`src/rtl/pipeline_hazard_controller_pkg.sv`:
```
// Shared types and encodings for the pipeline hazard controller.
// Holds the FSM state enum, the int_phase encodings and the address-width default.
package pipeline_hazard_controller_pkg;

    localparam int REG_ADDR_W_DEF = 4;

    typedef enum logic [1:0] {
        ST_RUN       = 2'd0,
        ST_MEM_WAIT  = 2'd1,
        ST_INT_DRAIN = 2'd2,
        ST_INT_PUSH  = 2'd3
    } state_t;

    localparam logic [1:0] INT_PHASE_NONE = 2'd0;
    localparam logic [1:0] INT_PHASE_LOW  = 2'd1;
    localparam logic [1:0] INT_PHASE_HIGH = 2'd2;

endpackage

```
`src/rtl/pipeline_hazard_controller_load_use.sv`:
```
// Combinational load-use detector: flags when the load in ID/EX writes a
// register that the instruction in IF/ID actually reads.
module load_use_detector
    import pipeline_hazard_controller_pkg::*;
#(
    parameter int REG_ADDR_W = REG_ADDR_W_DEF
) (
    input  logic                  i_idex_mem_read,
    input  logic [REG_ADDR_W-1:0] i_idex_rd,
    input  logic [REG_ADDR_W-1:0] i_ifid_rs1,
    input  logic [REG_ADDR_W-1:0] i_ifid_rs2,
    input  logic                  i_ifid_use_rs1,
    input  logic                  i_ifid_use_rs2,
    output logic                  o_load_use
);

    logic w_hit_rs1;
    logic w_hit_rs2;

    assign w_hit_rs1  = i_ifid_use_rs1 & (i_ifid_rs1 == i_idex_rd);
    assign w_hit_rs2  = i_ifid_use_rs2 & (i_ifid_rs2 == i_idex_rd);
    assign o_load_use = i_idex_mem_read & (w_hit_rs1 | w_hit_rs2);

endmodule

```
`src/rtl/pipeline_hazard_controller.sv`:
```
// Pipeline hazard controller: memory-wait stalls, branch flushes, load-use
// stalls and a drain/push interrupt entry sequence, plus a saturating stall counter.
module pipeline_hazard_controller
    import pipeline_hazard_controller_pkg::*;
#(
    parameter int REG_ADDR_W   = REG_ADDR_W_DEF,
    parameter int DRAIN_CYCLES = 3,
    parameter int CNT_W        = 16
) (
    input  logic                  clk,
    input  logic                  rst,
    input  logic                  idex_mem_read,
    input  logic [REG_ADDR_W-1:0] idex_rd,
    input  logic [REG_ADDR_W-1:0] ifid_rs1,
    input  logic [REG_ADDR_W-1:0] ifid_rs2,
    input  logic                  ifid_use_rs1,
    input  logic                  ifid_use_rs2,
    input  logic                  branch_taken,
    input  logic                  mem_req,
    input  logic                  mem_ready,
    input  logic                  int_req,
    output logic                  pc_stall,
    output logic                  ifid_stall,
    output logic                  idex_stall,
    output logic                  exmem_stall,
    output logic                  ifid_flush,
    output logic                  idex_flush,
    output logic                  memwb_bubble,
    output logic [1:0]            int_phase,
    output logic                  int_ack,
    output logic [CNT_W-1:0]      stall_count
);

    localparam int DRAIN_W = (DRAIN_CYCLES > 1) ? $clog2(DRAIN_CYCLES) : 1;
    localparam logic [DRAIN_W-1:0] DRAIN_LAST = DRAIN_W'(DRAIN_CYCLES - 1);

    state_t               r_state;
    state_t               r_ret_state;
    state_t               w_next_state;
    logic                 r_int_pending;
    logic                 r_int_req_d;
    logic [DRAIN_W-1:0]   r_drain_cnt;
    logic                 r_push_phase;

    logic w_load_use;
    logic w_mem_wait;
    logic w_run_act;
    logic w_branch_act;
    logic w_lu_act;
    logic w_take_int;
    logic w_drain_act;
    logic w_drain_done;
    logic w_push_act;
    logic w_ack;

    load_use_detector #(
        .REG_ADDR_W (REG_ADDR_W)
    ) u_load_use (
        .i_idex_mem_read (idex_mem_read),
        .i_idex_rd       (idex_rd),
        .i_ifid_rs1      (ifid_rs1),
        .i_ifid_rs2      (ifid_rs2),
        .i_ifid_use_rs1  (ifid_use_rs1),
        .i_ifid_use_rs2  (ifid_use_rs2),
        .o_load_use      (w_load_use)
    );

    // Once waiting, only mem_ready ends the wait; memory wait outranks everything else.
    assign w_mem_wait   = (r_state == ST_MEM_WAIT) ? ~mem_ready : (mem_req & ~mem_ready);
    assign w_run_act    = (r_state == ST_RUN) & ~w_mem_wait;
    assign w_branch_act = w_run_act & branch_taken;
    assign w_lu_act     = w_run_act & ~branch_taken & w_load_use;
    assign w_take_int   = w_run_act & ~branch_taken & ~w_load_use & r_int_pending;
    assign w_drain_act  = (r_state == ST_INT_DRAIN) & ~w_mem_wait;
    assign w_drain_done = w_drain_act & (r_drain_cnt == DRAIN_LAST);
    assign w_push_act   = (r_state == ST_INT_PUSH) & ~w_mem_wait;
    assign w_ack        = w_push_act & r_push_phase;

    // State register and the state to resume after a memory wait.
    always_ff @(posedge clk) begin
        if (rst) begin
            r_state     <= ST_RUN;
            r_ret_state <= ST_RUN;
        end else begin
            r_state <= w_next_state;
            if (w_mem_wait && (r_state != ST_MEM_WAIT)) begin
                r_ret_state <= r_state;
            end
        end
    end

    // Next-state selection.
    always_comb begin
        w_next_state = r_state;
        case (r_state)
            ST_RUN: begin
                if (w_mem_wait) begin
                    w_next_state = ST_MEM_WAIT;
                end else if (w_take_int) begin
                    w_next_state = ST_INT_DRAIN;
                end else begin
                    w_next_state = ST_RUN;
                end
            end
            ST_MEM_WAIT: begin
                if (w_mem_wait) begin
                    w_next_state = ST_MEM_WAIT;
                end else begin
                    w_next_state = r_ret_state;
                end
            end
            ST_INT_DRAIN: begin
                if (w_mem_wait) begin
                    w_next_state = ST_MEM_WAIT;
                end else if (w_drain_done) begin
                    w_next_state = ST_INT_PUSH;
                end else begin
                    w_next_state = ST_INT_DRAIN;
                end
            end
            ST_INT_PUSH: begin
                if (w_mem_wait) begin
                    w_next_state = ST_MEM_WAIT;
                end else if (r_push_phase) begin
                    w_next_state = ST_RUN;
                end else begin
                    w_next_state = ST_INT_PUSH;
                end
            end
            default: w_next_state = ST_RUN;
        endcase
    end

    // Output decode from state and current inputs.
    always_comb begin
        pc_stall     = w_mem_wait | w_lu_act | w_drain_act | w_push_act;
        ifid_stall   = w_mem_wait | w_lu_act;
        idex_stall   = w_mem_wait;
        exmem_stall  = w_mem_wait;
        memwb_bubble = w_mem_wait;
        ifid_flush   = w_branch_act | w_drain_act;
        idex_flush   = w_branch_act | w_lu_act;
        int_ack      = w_ack;
        if (w_push_act) begin
            int_phase = r_push_phase ? INT_PHASE_HIGH : INT_PHASE_LOW;
        end else begin
            int_phase = INT_PHASE_NONE;
        end
    end

    // Interrupt bookkeeping, drain/push progress and the saturating stall counter.
    always_ff @(posedge clk) begin
        if (rst) begin
            r_int_pending <= 1'b0;
            r_int_req_d   <= 1'b0;
            r_drain_cnt   <= '0;
            r_push_phase  <= 1'b0;
            stall_count   <= '0;
        end else begin
            r_int_req_d <= int_req;
            if (w_ack) begin
                r_int_pending <= 1'b0;
            end else if ((r_state == ST_RUN) && int_req && !r_int_req_d) begin
                r_int_pending <= 1'b1;
            end
            if (w_drain_done) begin
                r_drain_cnt <= '0;
            end else if (w_drain_act) begin
                r_drain_cnt <= r_drain_cnt + DRAIN_W'(1);
            end
            if (w_ack) begin
                r_push_phase <= 1'b0;
            end else if (w_push_act) begin
                r_push_phase <= 1'b1;
            end
            if (pc_stall && (stall_count != {CNT_W{1'b1}})) begin
                stall_count <= stall_count + CNT_W'(1);
            end
        end
    end

endmodule

```
`config.mk`:
```
export PLATFORM = sky130hd
export DESIGN_NAME = pipeline_hazard_controller
export DESIGN_NICKNAME = d
export VERILOG_FILES = /design/src/rtl/pipeline_hazard_controller_pkg.sv /design/src/rtl/pipeline_hazard_controller_load_use.sv /design/src/rtl/pipeline_hazard_controller.sv
export SDC_FILE = /design/constraint.sdc
export NUM_CORES = 1
export LEC_CHECK = 0
export BUFFER_PORTS_ARGS = -buffer_cell sky130_fd_sc_hd__buf_2
export CORE_MARGIN = 1.5
export CORE_UTILIZATION = 50
export CTS_CLUSTER_SIZE = 8
export DETAILED_ROUTE_END_ITERATION = 16
export HOLD_SLACK_MARGIN = 0.1
export PLACE_DENSITY = 0.78
export SYNTH_ARGS = -nofsm -noshare
export SYNTH_HDL_FRONTEND = slang
export SYNTH_HIERARCHICAL = 1
export SYNTH_SLANG_ARGS = --single-unit
```
`constraint.sdc`:
```
create_clock -name clk -period 2.15 [get_ports clk]
set_clock_uncertainty 0.05 [all_clocks]
set_input_delay 0.215 -clock clk [delete_from_list [all_inputs] [get_ports clk]]
set_output_delay 0.215 -clock clk [all_outputs]
set_load 0.02 [all_outputs]
```
==> metrics.yaml, run 1 <==
status: "finished, final reports clean"
die-height_um: 59.6
async_flop_share_pct: 0
diodes: 0
num_vias: 1603
viasPerCell: 5.73
htreeDepth: 1
dp.cells: 274
multi_input_area_um2: 1000
root_buffer: "clkbuf_4"
p_per_area_nw_per_um2: 451
cts_tree: "done"
dieArea_um2: 3550
fin_util_pct: 62.9
n_fill_cell: 273
startpoint_type: "flop"
hpwl_mm: 2.61
rows: 20
fmax_mhz: 481
arrival_ps: 1810
endpoint_kind: "output pin"
ys_types: 49
gp_congestion: 0.808
syn_to_final_growth_pct: 19.8
cap_violations: 0
syn-instance-count: 189
cts_buffers: 3
timing.final.crit_share_pct: 96.7
hold_path.class: "primary input to flop"
grt_pass1_wl_mm: 6.11
first_global_vias: 1382
min_period_ps: 2080
syn-cell-area_um2: 1600
setup_slack_ps: 70.5
grt_max_degree: 24
io_pins: 47
drtIter0Drc: 86
port_buffers: 46
power_leakage_uw: 0.000765
syn_nets: 212
cts_buffer_depth: 2
layout.nets: 260
wl_mm: 3.79
hold_viol: 0
yosysWarnings: 6
slowest_stage: "nor3_4"
rsz0062_at_grt: "no"
syn_avg_cell_area_um2: 8.48
final_max_slew_viol_count: 0
pre_cts_ws_ps: -85.5
drive_gt1_share_pct: 30.9
yosysSeqAreaShare_pct: 31.2
setup_viol: 0
total_power_uw: 865
core_um2: 3050
track_usage_pct: 22.0
synth_edf_count: 0
worst_slew_pin_slew_ps: 658
grt-ovfl-total: 0
crit_chain: "o21ba_2 -> nor3_4 -> inv_2 -> buf_2"
ir_drop_v: 0.000247
drtPass1Iterations: 4
ant_nets: 0
cp_data_required_time_ps: 1880
layout.cells.non_filler: 280
drcViolationCount: 0
cpPeakStageDelay_ps: 510
clk-insertion-delay-late_ps: 320
clock_sinks: 25
antenna_found_initial: 0
slew_headroom_pct: 55.9
worstPathMaxFanout: 11
clk_pin_slew_worst_paths_ps: 130
seq_area_um2: 500
start_util_pct: 52.5
ys_ff_latch: 25
wl_per_cell_um: 13.5
ys.flop_type: "dfxtp_1"
die_w_um: 59.6
holdWs_ps: 195
crit_type: "flop to output pin"
-- sequential cells by signal (all words and copies together), names as in the netlist --
signal         flops
r_push_phase       1
r_int_req_d        1
r_state            2
stall_count       16
r_ret_state        2
r_drain_cnt        2
r_int_pending      1
-- cells by family after synthesis --
| group | synth area share [%] |
|---|---|
| AND/OR/NAND/NOR | 32.2 |
| AO/OA/AOI/OAI | 18.9 |
| flip-flops | 31.2 |
| buffers and inverters | 7.42 |
| XOR/XNOR | 4.37 |
| multiplexers | 4.29 |
| adder cells (fa/ha/maj) | 1.56 |
-- area by class of cell --
cell class              count  share of cell area, %
multi-input cells         143                   52.1
repair buffers             56                   16.0
well taps                  44                   2.87
clock buffers               4                   1.37
flip-flops and latches     25                   26.1
inverters                   8                   1.56
-- per-layer routing --
metal	vias up	share of wire, %	track usage [%]
met2	56	48	36.3
met1	733	45	29.8
met5	-	0	0
met4	0	1.9	8.25
li1	805	-	-
met3	9	5.3	1.97
-- placed cells by master (no fill, tap or decap), types with 2 or more instances in the layout --
cell type and instances:
clkbuf_4 3, nand3_1 3, xor2_1 6, buf_4 9
o21ba_2 2, ha_1 2, nor2b_1 9, xnor2_1 2
a211oi_1 3, o31ai_1 9, mux2i_1 2, o21ai_0 6
or4_1 8, dfxtp_1 25, nor3_1 8, buf_2 46
mux2_1 3, nor4b_1 3, nor2_1 14, a21oi_1 14
inv_1 7, nand4_1 11, nor4_1 3, and4_1 2
and2_1 4, nor3_2 2, nand2_1 8
-- power by group --
group | leakage [uW] | internal [uW] | switching, uW
logic | 0.000547 | 69.2 | 102
clock network | 0.0000150 | 72.6 | 137
registers | 0.000202 | 473 | 11.3
total | 0.000765 | 615 | 251
-- critical path, delay by kind of cell, from the launching register on --
kind	cells	cell delay, ps
buffers and inverters	2	310
AOI/OAI and AO/OA	1	280
DFF	1	400
and+or+nand+nor	1	510
-- synthesized netlist by cell type (3+ instances only) --
library cell  number  area (um2)
or4_1              8        60.1
o21ai_0            6        30.0
nand4_1           11        68.8
a211oi_1           3        22.5
clkbuf_1           3        11.3
dfxtp_1           25         500
nor4b_1            3        26.3
nor3_1             8        40.0
nor2_1            14        52.6
and2_1             4        25.0
buf_4              5        37.5
nand3_1            3        15.0
a21oi_1           14        70.1
xor2_1             6        52.6
mux2_1             3        33.8
nand2_1            8        30.0
o31ai_1            9        67.6
inv_1              7        26.3
nor2b_1            9        56.3
nor4_1             3        18.8
-- worst paths after layout --
kind	start	cells after the start	slack, ps	to
max reg2reg	stall_count[0]$_SDFFE_PP0P_	6	270	stall_count[14]$_SDFFE_PP0P_
max	r_state[0]$_SDFF_PP0_	4	70	pc_stall
min	mem_ready	4	190	r_ret_state[1]$_SDFFE_PP0P_
min reg2reg	r_ret_state[1]$_SDFFE_PP0P_	2	440	r_ret_state[1]$_SDFFE_PP0P_
-- what timing repair did --
item | CTS | global route
hold buffers | 1 | 0
setup buffers | 0 | 0
hold endpoints to repair | 1 | 0
resized for setup | 0 | 1
gates cloned | 1 | 0
endpoints found under the setup margin | 1 | 4
pin swaps | 1 | 1
-- per-stage QoR --
step           area [um2]  TNS, ps
5_1_grt              1920        0
3_5_place_dp         1870     -238
3_3_place_gp         1870     -119
2_1_floorplan        1600        0
6_report             1920        0
4_1_cts              1910        0
No activity file was read; power rests on OpenSTA's default activity.
==> inputs of run 2 (changes only) <==
CORE_ASPECT_RATIO = 1.75   (was not set)
CORE_UTILIZATION = 51   (was 50)
PLACE_DENSITY = 0.79   (was 0.78)
REMOVE_ABC_BUFFERS = 1   (was not set)
==> run 2 against run 1 <==
  * Combinational power fell by 5%
  * Critical path depth stayed put
  * Non-clock buffer count is 4 lower
  * Wire length down 0.50%
  * First-iteration DRC count is 63% lower
  * Sequential cell count stayed put
  * Final cell count down 2.1%
  * Global-route usage up 1.3 points
  * Via count shrank 1.0%
  * Final area shrank 0.20%
  * Maximum frequency rose by 1.2%
  * Largest power group unchanged
==> metrics.yaml, run 2 (synthesis gave the netlist of run 1 again) <==
slew_headroom_pct: 49.1
timing.final.crit_share_pct: 95.5
worstPathMaxFanout: 13
ir_drop_v: 0.000373
worst_slew_pin_slew_ps: 759
die-height_um: 77.2
status: "finished, final reports clean"
grt-ovfl-total: 0
die_w_um: 45.4
drcViolationCount: 0
wl_mm: 3.77
holdPathStages: 2
hpwl_mm: 2.74
grt_pass1_wl_mm: 6.35
ant_nets: 0
diodes: 0
fin_setup_tns_ps: 0
rows: 26
startpoint_type: "flop"
cp_data_required_time_ps: 1880
clock_sinks: 25
grt_max_degree: 30
antenna_found_initial: 0
htreeDepth: 1
crit_type: "flop to output pin"
track_usage_pct: 23.3
num_vias: 1587
power_leakage_uw: 0.000754
postCtsSetupRepairBufs: 0
cts_buffer_depth: 2
root_buffer: "clkbuf_8"
arrival_ps: 1790
hold_path.class: "primary input to flop"
final_cell_mix: "buf_2 (46), dfxtp_1 (25), nor2_1 (14), a21oi_1 (14), nand4_1 (11)"
first_global_vias: 1493
layout_commonest_cell: "buf_2"
hold_viol: 0
layout.cells.non_filler: 274
cts_tree: "done"
cap_violations: 0
cts_buffers: 3
dp.cells: 269
layout.nets: 256
final_max_slew_viol_count: 0
port_buffers: 46
clk_pin_slew_worst_paths_ps: 80
dieArea_um2: 3500
setup_viol: 0
drtPass1Iterations: 4
io_pins: 47
drive_gt1_share_pct: 31.0
gp_congestion: 0.881
largest_reg_flops: 16
rr_worst_depth: 5
regMostFlops: "stall_count"
endpoint_kind: "output pin"
clk-insertion-delay-late_ps: 270
core_um2: 2960
p_per_area_nw_per_um2: 479
viasPerCell: 5.79
start_util_pct: 54.1
syn_to_final_growth_pct: 19.5
drtIter0Drc: 32
fmax_mhz: 487
min_period_ps: 2050
wl_per_cell_um: 13.8
==> run 2: worst max-delay path, stage by stage, from the launching register on <==
cell,delay (ps)
dfxtp_1,390
o21ba_2,280
nor3_4,550
inv_2,110
buf_2,190
==> run 2: stage by stage <==
| step | cell area [um2] | utilization, % | setup slack [ps] | hold WS [ps] | total power, uW |
|---|---|---|---|---|---|
| global placement | 1840 | 62.2 | -93.7 | 398 | 647 |
| detailed placement | 1840 | 62.2 | -155 | 404 | 649 |
| CTS | 1900 | 64.1 | 85.6 | 134 | 922 |
| global route | 1920 | 64.7 | -2.44 | 160 | 962 |
| floorplan | 1510 | - | 157 | 234 | 584 |
| finish | 1920 | 64.7 | 95.9 | 133 | 918 |
==> run 2: where the power goes <==
| part | total, uW | switching [uW] | internal (uW) |
|---|---|---|---|
| Sequential | 483 | 11.2 | 472 |
| Combinational | 162 | 99.3 | 62.8 |
| Clock | 273 | 140 | 132 |
==> run 2: cell type report <==
class	instances	area [um2]
Sequential cell	25	500
Multi-Input combinational cell	143	1010
Timing Repair Buffer	52	275
Inverter	8	30.0
Clock buffer	4	45.0
Tap cell	42	52.6
Fill cell	270	1040
==> run 2: worst paths after layout <==
path,startpoint,to,slack (ps)
setup reg to reg,stall_count[0]$_SDFFE_PP0P_,stall_count[11]$_SDFFE_PP0P_,230
hold reg to reg,r_drain_cnt[1]$_SDFFE_PP0P_,r_drain_cnt[1]$_SDFFE_PP0P_,450
hold / removal,int_req,r_int_req_d$_SDFF_PP0_,130
setup / recovery,r_state[0]$_SDFF_PP0_,pc_stall,100
==> run 2: metal layers <==
metal | GRT usage [%] | vias to the layer above | part of all wire [%]
met5 | 0 | - | 0
met3 | 2.12 | 9 | 3.5
li1 | - | 793 | -
met4 | 9.41 | 0 | 2.1
met1 | 25.8 | 741 | 40
met2 | 42.3 | 44 | 54
==> run 2: what timing repair did <==
action                     CTS  global route
hold endpoints to repair     0             0
pin swaps                    1             0
hold buffers                 0             0
setup endpoints to repair    1            12
resized for setup            0             3
gates cloned                 1             0
==> inputs of run 3 (changes only) <==
CORE_UTILIZATION = 40   (was 51)
PLACE_DENSITY = not set   (was 0.79)
==> run 3 against run 2 <==
  * Setup slack gained 45 ps
  * Critical endpoint unchanged
  * Clock power is 3% higher
  * Wire length rose by 7.8%
  * Critical path depth unchanged
  * Utilization down 15 points
  * Die area rose by 26%
  * Hold slack improved by 3.0 ps
  * Global-route usage down 3.6 points
  * Final area grew 1.2%
  * Non-clock buffer count is 3 higher
  * Combinational power rose by 5%
  * Sequential cell count did not move
==> metrics.yaml, run 3 (synthesis gave the netlist of run 1 again) <==
grt_max_degree: 24
rsz0062_at_grt: "no"
final_max_slew_viol_count: 0
drcViolationCount: 0
clk-insertion-delay-late_ps: 270
wl_mm: 4.07
cap_violations: 0
power_leakage_uw: 0.000768
cts_tree: "done"
grt-ovfl-total: 0
track_usage_pct: 19.7
ir_drop_v: 0.000342
layout.cells.non_filler: 283
layout.nets: 259
fin_area_um2: 1940
crit_path_start: "r_state[0]$_SDFF_PP0_"
path_depth: 4
status: "finished, final reports clean"
largest_reg_flops: 16
syn_to_final_growth_pct: 21.0
reg2reg_to: "stall_count[14]$_SDFFE_PP0P_"
setup_slack_ps: 141
p_per_area_nw_per_um2: 482
num_vias: 1572
cts_buffer_depth: 2
antenna_found_initial: 0
cp_top_family: "simple AND/OR/NAND/NOR gates"
fmax_mhz: 498
cts_buffers: 3
root_buffer: "clkbuf_8"
gp_congestion: 0.729
pre_cts_ws_ps: -162
start_util_pct: 41.5
dp.cells: 277
arrival_ps: 1740
io_pins: 47
slowest_stage: "nor3_4"
drive_gt1_share_pct: 31.5
timing.final.crit_share_pct: 93.4
worst_slew_pin_slew_ps: 735
rows: 30
htreeDepth: 1
ant_nets: 0
slew_headroom_pct: 50.7
endpoint_kind: "output pin"
cp_data_required_time_ps: 1880
hpwl_mm: 2.97
clock_sinks: 25
hold_path.class: "primary input to flop"
crit_end: "pc_stall"
die-height_um: 86.7
port_buffers: 46
crit_type: "flop to output pin"
grt_pass1_wl_mm: 6.69
drtIter0Drc: 38
crit_chain: "o21ba_2 -> nor3_4 -> inv_2 -> buf_2"
viasPerCell: 5.55
hold_viol: 0
regMostFlops: "stall_count"
final_cell_mix: "buf_2 (46), dfxtp_1 (25), nor2_1 (14), a21oi_1 (14), nand4_1 (11)"
die_w_um: 50.9
setup_viol: 0
wl_per_cell_um: 14.4
cpPeakStageDelay_ps: 490
clk_pin_slew_worst_paths_ps: 90
layout_commonest_cell: "buf_2"
rrSetupSlack_ps: 250
worstPathMaxFanout: 12
startpoint_type: "flop"
drtPass1Iterations: 4
core_um2: 3870
diodes: 0
min_period_ps: 2010
first_global_vias: 1441
dieArea_um2: 4410
place_area_um2: 1860
rr_worst_depth: 5
timing.rr.start: "stall_count[0]$_SDFFE_PP0P_"
crit_buf_inv: 2
[run 3: changes by cell type in the layout (fill, tap and decap cells not counted)]
cell    delta
nor4_1     +1
buf_4      +3
nor4_2     -1
[run 3: report_power, final]
part / total [uW] / switching [uW] / internal, uW
Clock: 282 / 149 / 133
Combinational: 170 / 101 / 68.3
Sequential: 484 / 11.8 / 472
[run 3: repair_timing]
action | 4_1_cts | 5_1_grt
cloned | 1 | 0
buffers inserted | 0 | 1
setup endpoints to repair | 1 | 9
gates resized for setup | 0 | 2
hold buffers | 0 | 0
pin swaps | 1 | 1
hold endpoints to repair | 0 | 0
[run 3: metal layers]
metal	up-vias	track usage (%)	part of all wire, %
met5	-	0	0
met4	0	6.88	1.8
met3	7	1.90	3.3
met2	35	38.4	56
met1	731	21.1	39
li1	799	-	-
[run 3: layout make-up]
type,count,area (um2)
fill,404,1930
multi-input combinational,143,1010
sequential,25,500
timing repair buffer,55,298
tap,48,60.1
clock buffer,4,45.0
inverter,8,30.0
[run 3: worst min path at each step]
stage	start	end	depth (start not counted)
5_1_grt	int_req	r_int_req_d$_SDFF_PP0_	2
3_5_place_dp	r_ret_state[1]$_SDFFE_PP0P_	r_ret_state[1]$_SDFFE_PP0P_	2
2_1_floorplan	rst	r_ret_state[1]$_SDFFE_PP0P_	1
4_1_cts	int_req	r_int_req_d$_SDFF_PP0_	2
3_3_place_gp	int_req	r_int_req_d$_SDFF_PP0_	2
6_report	int_req	r_int_req_d$_SDFF_PP0_	2
[run 3: stage by stage]
step / utilization (%) / hold slack [ps] / setup TNS (ps) / total power (uW)
finish: 50.2 / 136 / 0 / 935
global route: 50.2 / 145 / 0 / 980
CTS: 49.6 / 155 / 0 / 941
detailed placement: 48.2 / 420 / -716 / 656
global placement: 48.2 / 402 / -298 / 654
floorplan: - / 234 / 0 / 584
[run 3: worst reg2reg max path, stage by stage, from the launching register on]
cell and delay [ps]:
dfxtp_1 440, ha_1 400, and2_1 200, o2111ai_2 170, or4_1 440, a21oi_1 140
